<file path="src/rtl/dmux_stream_nway.sv">
// Registered N-way packet demultiplexer for valid/ready streams.
// The destination is locked on the first beat and comes from sel or a round-robin pointer.
module dmux_stream_nway #(
  parameter int WIDTH    = 16,
  parameter int CHANNELS = 8,
  parameter int SEL_W    = 3
) (
  input  logic                clk,
  input  logic                rst_n,
  input  logic                mode,
  input  logic [SEL_W-1:0]    sel,
  input  logic [WIDTH-1:0]    in_data,
  input  logic                in_valid,
  input  logic                in_last,
  output logic                in_ready,
  output logic [WIDTH-1:0]    out_data,
  output logic                out_last,
  output logic [CHANNELS-1:0] out_valid,
  input  logic [CHANNELS-1:0] out_ready,
  output logic [SEL_W-1:0]    cur_chan,
  output logic                drop
);

  typedef enum logic [1:0] {IDLE, ROUTE, DROP} state_t;

  localparam logic [SEL_W:0]   CHAN_LIMIT = (SEL_W+1)'(CHANNELS);
  localparam logic [SEL_W-1:0] LAST_CHAN  = SEL_W'(CHANNELS-1);

  state_t           state, state_nxt;
  logic [SEL_W-1:0] lock_chan, lock_chan_nxt;
  logic [SEL_W-1:0] rr_ptr, rr_ptr_nxt, rr_inc;
  logic [SEL_W-1:0] target, load_chan, dest;
  logic             lock_rr, lock_rr_nxt;
  logic             out_vld, accept, load, discard, sel_bad;

  assign sel_bad  = !mode && ({1'b0, sel} >= CHAN_LIMIT);
  assign target   = mode ? rr_ptr : sel;
  assign rr_inc   = (rr_ptr == LAST_CHAN) ? '0 : rr_ptr + 1'b1;
  // Ready passes straight through from the held beat's consumer, so a
  // streaming consumer sees one beat per cycle.
  assign in_ready = rst_n && ((state == DROP) || !out_vld || out_ready[dest]);
  assign accept   = in_valid && in_ready;

  always_comb begin
    state_nxt     = state;
    lock_chan_nxt = lock_chan;
    lock_rr_nxt   = lock_rr;
    rr_ptr_nxt    = rr_ptr;
    load          = 1'b0;
    discard       = 1'b0;
    load_chan     = lock_chan;
    if (accept) begin
      case (state)
        IDLE: begin
          if (sel_bad) begin
            discard = 1'b1;
            if (!in_last) state_nxt = DROP;
          end else begin
            load      = 1'b1;
            load_chan = target;
            if (!in_last) begin
              state_nxt     = ROUTE;
              lock_chan_nxt = target;
              lock_rr_nxt   = mode;
            end else if (mode) begin
              rr_ptr_nxt = rr_inc;
            end
          end
        end
        ROUTE: begin
          load = 1'b1;
          if (in_last) begin
            state_nxt = IDLE;
            if (lock_rr) rr_ptr_nxt = rr_inc;
          end
        end
        DROP: begin
          discard = 1'b1;
          if (in_last) state_nxt = IDLE;
        end
        default: state_nxt = IDLE;
      endcase
    end
  end

  always_ff @(posedge clk or negedge rst_n) begin
    if (!rst_n) begin
      state     <= IDLE;
      lock_chan <= '0;
      lock_rr   <= 1'b0;
      rr_ptr    <= '0;
      drop      <= 1'b0;
    end else begin
      state     <= state_nxt;
      lock_chan <= lock_chan_nxt;
      lock_rr   <= lock_rr_nxt;
      rr_ptr    <= rr_ptr_nxt;
      drop      <= discard;
    end
  end

  // Single output stage: a new beat replaces the held one only when it drains.
  always_ff @(posedge clk or negedge rst_n) begin
    if (!rst_n) begin
      out_vld  <= 1'b0;
      dest     <= '0;
      out_data <= '0;
      out_last <= 1'b0;
    end else if (load) begin
      out_vld  <= 1'b1;
      dest     <= load_chan;
      out_data <= in_data;
      out_last <= in_last;
    end else if (out_vld && out_ready[dest]) begin
      out_vld <= 1'b0;
    end
  end

  assign out_valid = out_vld ? (CHANNELS'(1) << dest) : '0;
  assign cur_chan  = (state == ROUTE) ? lock_chan : target;

endmodule

</file>
<file path="config.mk">
export PLATFORM = sky130hd
export DESIGN_NAME = dmux_stream_nway
export DESIGN_NICKNAME = d
export VERILOG_FILES = /design/src/rtl/dmux_stream_nway.sv
export SDC_FILE = /design/constraint.sdc
export NUM_CORES = 1
export LEC_CHECK = 0
export BUFFER_PORTS_ARGS = -buffer_cell sky130_fd_sc_hd__buf_2
export CORE_MARGIN = 4
export CORE_UTILIZATION = 25
export DETAILED_ROUTE_END_ITERATION = 7
export MAX_ROUTING_LAYER = met4
export PLACE_DENSITY = 0.49
export SLEW_MARGIN = 20
export SYNTH_ARGS = -nofsm -noshare
export SYNTH_HDL_FRONTEND = slang
export SYNTH_SLANG_ARGS = --single-unit
</file>
<file path="constraint.sdc">
create_clock -name clk -period 2.1 [get_ports clk]
set_input_delay 0 -clock clk [delete_from_list [all_inputs] [get_ports clk]]
set_output_delay 0 -clock clk [all_outputs]
set_load 0.01 [all_outputs]
</file>
==> results of run 1 <==
==> registers in the layout (all words and copies together) (netlist names) <==
register / flops
out_data: 16
out_last: 1
lock_chan: 3
lock_rr: 1
dest: 3
out_vld: 1
state: 1
rr_ptr: 3
==> synthesized netlist by cell type, drive strengths merged <==
master / number
a31oi: 2
nand2b: 3
clkinv: 1
buf: 7
and2: 1
and4: 1
ha: 4
dfrtp: 29
nor4b: 1
nand4: 1
xnor2: 1
mux2i: 5
nand4b: 2
nor3: 2
nand2: 4
nor2: 8
nand3: 2
mux2: 33
conb: 1
nor2b: 1
inv: 1
==> cell usage in the layout, fill, tap and decap left out, types with 3 or more instances in the layout <==
| cell | netlist | final |
|---|---|---|
| nand2_1 | 4 | 4 |
| nor2_1 | 8 | 8 |
| ha_1 | 4 | 4 |
| clkbuf_8 | 0 | 7 |
| buf_2 | 2 | 60 |
| mux2_2 | 30 | 30 |
| mux2i_1 | 5 | 5 |
| mux2_1 | 3 | 3 |
| dlygate4sd3_1 | 0 | 19 |
| dfrtp_1 | 29 | 29 |
| nand2b_1 | 3 | 3 |
==> worst reg2reg max path: cells and delay by family, from the launching register on <==
kind | cells | cell delay [ps]
flip-flops | 1 | 470
multiplexers | 2 | 540
AND/OR/NAND/NOR | 2 | 570
AO/OA/AOI/OAI | 1 | 160
==> layout make-up <==
cell class | instances | area [µm²] | area share (%)
Multi-Input combinational cell | 72 | 649 | 31.2
Inverter | 2 | 7.51 | 0.361
Timing Repair Buffer | 81 | 505 | 24.3
Clock inverter | 1 | 5.00 | 0.241
Tap cell | 72 | 90.1 | 4.33
Clock buffer | 7 | 96.3 | 4.63
Sequential cell | 29 | 726 | 34.9
==> through the flow <==
step,cells,power [mW],worst slack [ps],utilization (%)
finish,264,2.63,249,37.5
global route,264,2.81,134,37.5
CTS,264,2.67,215,37.5
detailed placement,237,2.12,229,32.3
global placement,237,2.09,276,32.3
floorplan,110,1.74,350,-
==> power by group through the flow <==
| stage | logic [mW] | clock network [mW] | registers, mW |
|---|---|---|---|
| 2_1_floorplan | 0.686 | 0 | 1.06 |
| 5_1_grt | 1.18 | 0.538 | 1.09 |
| 4_1_cts | 1.10 | 0.517 | 1.05 |
| 3_5_place_dp | 1.07 | 0 | 1.05 |
| 6_report | 1.08 | 0.500 | 1.05 |
| 3_3_place_gp | 1.05 | 0 | 1.04 |
==> cells by family after synthesis <==
group                    count (synthesis)
AO/OA/AOI/OAI                            2
adder cells (fa/ha/maj)                  4
XOR/XNOR                                 1
buffers and inverters                    9
flip-flops                              29
AND/OR/NAND/NOR                         26
other                                    1
multiplexers                            38
==> worst max-delay path by stage <==
stage | end | slack (ps) | depth (start not counted)
final | rr_ptr[0] | 250 | 5
after global routing | rr_ptr[1] | 130 | 5
after CTS | rr_ptr[0] | 210 | 5
after detailed placement | rr_ptr[0] | 230 | 5
after global placement | rr_ptr[1] | 280 | 5
after floorplan | rr_ptr[0] | 350 | 7
==> layer usage <==
layer | routed length, µm | global-route usage, % | up-vias | part of all wire, %
met2 | 1800 | 18.0 | 41 | 53
met1 | 1350 | 11.0 | 551 | 40
met3 | 207 | 3.65 | 4 | 6.1
met5 | 0 | - | - | 0
li1 | - | - | 549 | -
met4 | 31 | 2.92 | 0 | 0.92
==> summary.txt, run 1 <==
Setup path
  – Startpoint types: flop
  – Reg-to-Reg Start: dest[0]
  – Setup CP Type: reg2reg
  – R2R depth: 5
  – Crit-path max cell delay: 470 ps
  – Worst Path Buf+Inv: 0
  – Internal reg-to-reg setup slack: 250 ps
  – Slowest CP cell: dfrtp_1
  – Data arrival time of the worst path: 2010 ps
  – Crit path launch: dest[0]
  – Worst Setup End Kind: flop
  – Critical-path cell list: mux2i_1 > a31oi_1 > and4_1 > nor4b_4 > mux2_1
  – Delay-heaviest family, CP: simple AND/OR/NAND/NOR gates
  – Worst R2R End: rr_ptr[0]
  – Critical Path RT: 2260 ps
  – Max FO, Critical Path: 7

Logic synthesis
  – Unique masters post-synth: 24
  – Largest family of logic cells by synthesized area: multiplexers
  – Seq/Total Area, Yosys: 50.6%
  – Xor/xnor share of the synthesized area: 0.611%
  – Post-synthesis simple-gate area fraction: 10.6%
  – Top cells by area, synth: dfrtp_1 (51%), mux2_2 (24%), ha_1 (3.5%)
  – Top-area cell type share of the netlist area: 50.6%
  – Synthesized Nets: 146
  – Largest area contributor in the netlist: dfrtp_1
  – Synthesis-stage register bit count: 29
  – Synth Area in Compound Gates: 0.873%
  – Mux cell area share after synthesis: 29.4%
  – Synth Cell Area: 1430 µm²
  – Yosys warns: 0
  – Mapped Avg Cell Area: 13.0 µm²
  – Adder-cell share of the synthesized area: 3.49%
  – Post-synthesis cell count: 110

Clock tree
  – Clock Tree Buf Depth: 2
  – Clock root cell: clkbuf_8
  – CTS Hold Bufs: 19
  – Num CTS Buffers: 5
  – Post-CTS Setup Bufs: 0
  – Cts repair resizes: 0
  – Worst-Skew Late Latency: 280 ps
  – CTS tree: done
  – Clock net sink count: 29
  – Clock Pin Slew Worst Setup and Hold Paths: 60 ps
  – CTS H-Tree Depth: 2

Pwr
  – Reg power frac: 39.8%
  – Worst VDD drop: 680 µV
  – Cell-internal power: 1.71 mW
  – LEAKAGE: 0.999 nW
  – Combinational Power Share: 41.1%
  – Power per cell area: 1260 nW/µm²
  – Clock power share: 19.0%
  – Net Switching: 0.917 mW
  – Sw Ratio: 34.9%

STA
  – Hold WS: 54.4 ps
  – RSZ-0062 raised after global routing: no
  – Clock skew: 5.00 ps
  – Max-slew violation count: 0
  – Fmax: 540 MHz
  – Final setup viols: 0
  – Setup_tns: 0 ps
  – Final hold vios: 0
  – Final worst path period need: 1850 ps
  – Final period util: 88.1%

Routing
  – Post-route DRC violation count: 0
  – DR vias: 1145
  – Starting DRT DRC Count: 58
  – Vias/cell: 4.34
  – Routed Antenna Nets: 0
  – Detailed Route WL: 3.39 mm
  – Routed wire per std cell: 12.8 µm
  – DRT Pass-1 Iters: 4

Finish
  – Share of cells above drive strength 1: 52.6%
  – Inserted Diodes: 0
  – Post-route cell area: 2080 µm²
  – Fill cell count: 559
  – Final net count: 227
  – Layout Area Growth over Synthesis: 45.0%

Floorplanning
  – Die Y: 83.7 µm
  – Core area: 5540 µm²
  – Die span in x: 83.7 µm
  – Cell Rows: 27
  – Die ar.: 7010 µm²
  – IO Pins: 62
  – Initial Utilization: 25.9%

Place
  – Port Buffers: 60
  – Dpl hpwl: 2.50 mm
  – Dpl cell area: 1790 µm²
  – Gpl congestion: 0.718

Min path
  – Min-delay src: mode
  – WHS Path Cells: 2
  – Hold endpoint: lock_rr
  – Hold Crit Class: in2reg

Global routing
  – Vias in the first global route: 1224
  – Largest net degree at the start of global routing: 31
  – Total track usage: 10.3%
  – Antenna violations before repair: 0
  – Global route overflow: 0
  – Global-route wire length before repair: 5.69 mm

Flow run
  – Max-Cap Viols: 0

Run status
  – Status: finished, final reports clean
Note: power is estimated with default switching activity, not from simulation.
==> run 2: changes to the inputs <==
--- a/config.mk
+++ b/config.mk
@@ -5,12 +5,14 @@
 export SDC_FILE = /design/constraint.sdc
 export NUM_CORES = 1
 export LEC_CHECK = 0
+export ABC_AREA = 1
 export BUFFER_PORTS_ARGS = -buffer_cell sky130_fd_sc_hd__buf_2
 export CORE_MARGIN = 4
 export CORE_UTILIZATION = 25
 export DETAILED_ROUTE_END_ITERATION = 7
 export MAX_ROUTING_LAYER = met4
-export PLACE_DENSITY = 0.49
+export PLACE_DENSITY = 0.48
+export SETUP_SLACK_MARGIN = 0.5
 export SLEW_MARGIN = 20
 export SYNTH_ARGS = -nofsm -noshare
 export SYNTH_HDL_FRONTEND = slang
==> run 2 against run 1 <==
Routed wire length is 17% higher. Via count is 23% higher. Largest power group unchanged. Utilization is 0.55 points higher.
==> summary.txt, run 2 <==
STA
  – Setup_tns: 0 ps
  – Final period util: 73.4%
  – Final worst slack: 559 ps
  – RSZ-0062 raised after global routing: yes
  – Fmax: 649 MHz
  – Max-slew violation count: 0
  – Clock skew: 6.02 ps
  – Final setup viols: 0
  – Final hold vios: 0
  – Final worst path period need: 1540 ps

Finish
  – Most frequent cells in the layout: nand2_1 (80), buf_2 (60), dfrtp_1 (26)
  – Inserted Diodes: 0
  – Commonest non-fill, non-tap cell in the layout: nand2_1
  – Share of cells above drive strength 1: 36.1%
  – Layout Area Growth over Synthesis: 44.9%
  – Max FFs per register: 16
  – Final net count: 304
  – Reg with most FFs: out_data
  – Post-Layout Cell Count: 341

Floorplanning
  – Core area: 5640 µm²
  – Die span in x: 85.0 µm
  – IO Pins: 62
  – Die ar.: 7230 µm²
  – Initial Utilization: 26.3%
  – Die Y: 85.0 µm
  – Cell Rows: 27

Pwr
  – Power per cell area: 1230 nW/µm²
  – LEAKAGE: 1.20 nW
  – Power Total: 2.64 mW
  – Worst VDD drop: 397 µV

Setup path
  – Delay-heaviest family, CP: simple AND/OR/NAND/NOR gates
  – Max FO, Critical Path: 21
  – Data arrival time of the worst path: 1710 ps
  – Startpoint types: flop
  – Worst Path Buf+Inv: 1
  – Setup CP Type: reg2reg
  – Crit path launch: dest[1]
  – Crit-path max cell delay: 450 ps
  – Critical-path cell list: inv_2 > nand2_2 > nor2_2 > nor2_2 > nand2_2 > nand2_2 > nor2_4 > nand2_4 > o21ai_2 > nand2_1
  – Slowest CP cell: dfrtp_2
  – R2R depth: 10
  – WP depth: 10
  – Worst Setup End Kind: flop
  – Cell mode on critical path: nand2_2
  – Reg-to-Reg Start: dest[1]
  – Critical Path RT: 2260 ps

Flow run
  – Max-Cap Viols: 0

Place
  – DP Worst Slack: 488 ps
  – Dpl hpwl: 2.86 mm
  – Port Buffers: 60
  – Placed cell count: 314
  – Gpl congestion: 0.750

Logic synthesis
  – Post-synthesis cell count: 185
  – Yosys warns: 0
  – Seq/Total Area, Yosys: 48.9%
  – Synthesis-stage register bit count: 29
  – Ys flop type: dfrtp_1
  – Top cells by area, synth: dfrtp_1 (49%), nand2_1 (21%), nor2_1 (3.5%)
  – Asr flop ratio synth: 100%
  – Mapped Avg Cell Area: 8.01 µm²
  – Post-synth EDFFs: 0
  – Largest area contributor in the netlist: dfrtp_1
  – Top-area cell type share of the netlist area: 48.9%
  – Count leader, synth: nand2_1
  – Top cells by count, synth: nand2_1 (83), dfrtp_1 (29), nor2_1 (14)
  – Synth Cell Area: 1480 µm²
  – Synthesized Nets: 221
  – Unique masters post-synth: 25

Global routing
  – Total track usage: 11.4%
  – Global route overflow: 0
  – Global-route wire length before repair: 6.43 mm
  – Busiest grt layer: met2
  – Met2 usage: 17.9%
  – Antenna violations before repair: 0
  – Vias in the first global route: 1370
  – Largest net degree at the start of global routing: 22
  – Met3 usage: 3.98%
  – Met1 Resource Use GR: 14.0%

Min path
  – WHS Path Cells: 3
  – Min-delay src: mode
  – Hold Crit Class: in2reg

Clock tree
  – Clock Tree Buf Depth: 2
  – Num CTS Buffers: 5
  – Clock root cell: clkbuf_8
  – CTS tree: done
  – CTS H-Tree Depth: 2
  – Clock Pin Slew Worst Setup and Hold Paths: 60 ps
  – Worst-Skew Late Latency: 270 ps
  – Clock net sink count: 29

Routing
  – Starting DRT DRC Count: 59
  – Detailed Route WL: 3.97 mm
  – Routed Antenna Nets: 0
  – DR vias: 1407
  – Post-route DRC violation count: 0
  – Vias/cell: 4.13
  – Routed wire per std cell: 11.6 µm
  – DRT Pass-1 Iters: 4

Run status
  – Status: finished, final reports clean
-- run 2: cell count changes in the layout (fill, tap and decap cells not counted), moves of 5 or more --
cell / change
inv_1: +7
nand2_1: +76
nor2_1: +6
nand3_1: +7
nand2_2: +7
mux2_2: -27
mux2i_1: -5
-- run 2: report_power, final --
part	switching [mW]	internal, mW
Sequential	0.197	0.834
Combinational	0.693	0.488
Clock	0.198	0.235
-- run 2: kinds of logic after synthesis --
logic type,share of synthesized area [%]
multiplexers,2.28
buffers and inverters,6.41
AND/OR/NAND/NOR,36.1
flip-flops,48.9
adder cells (fa/ha/maj),3.38
other,0.253
AO/OA/AOI/OAI,2.62
-- run 2: routing by layer --
metal,routed length (µm),share of wire (%),vias to the layer above
met2,1810,46,43
met5,0,0,-
met4,32,0.81,0
met1,1810,46,615
li1,-,-,745
met3,307,7.7,4
-- run 2: cell type report --
class | instances | area, µm²
well taps | 72 | 90.1
fillers | 605 | 3490
multi-input cells | 139 | 689
inverters | 10 | 40.0
flip-flops and latches | 29 | 729
clock buffers | 8 | 80.1
repair buffers | 83 | 519
-- run 2: final timing paths --
path                                 to  slack [ps]
max                            state[0]         560
min                             lock_rr          30
max reg2reg                    state[0]         560
min reg2reg                out_data[10]         460
max in group asynchronous       dest[0]        1360
min in group asynchronous   out_data[6]         150
-- run 2: stage by stage --
| stage | instance area (µm²) | util (%) | hold WS, ps |
|---|---|---|---|
| floorplan | 1490 | - | -296 |
| global placement | 1850 | 32.8 | -103 |
| detailed placement | 1850 | 32.8 | -104 |
| CTS | 2110 | 37.3 | 26.7 |
| global route | 2150 | 38.1 | 37.9 |
| finish | 2150 | 38.1 | 31.8 |
-- run 2: what timing repair did --
item	CTS	global route
pin swaps	0	1
resized for setup	1	12
hold endpoints to repair	45	0
buffers inserted	0	1
endpoints found under the setup margin	4	30
hold buffers	17	0
cloned	0	1
-- run 2: worst reg2reg max path, cell delays in order, from the launching register on --
cell and delay (ps):
dfrtp_2 450, inv_2 110, nand2_2 70, nor2_2 90, nor2_2 50, nand2_2 80
nand2_2 80, nor2_4 130, nand2_4 180, o21ai_2 150, nand2_1 60
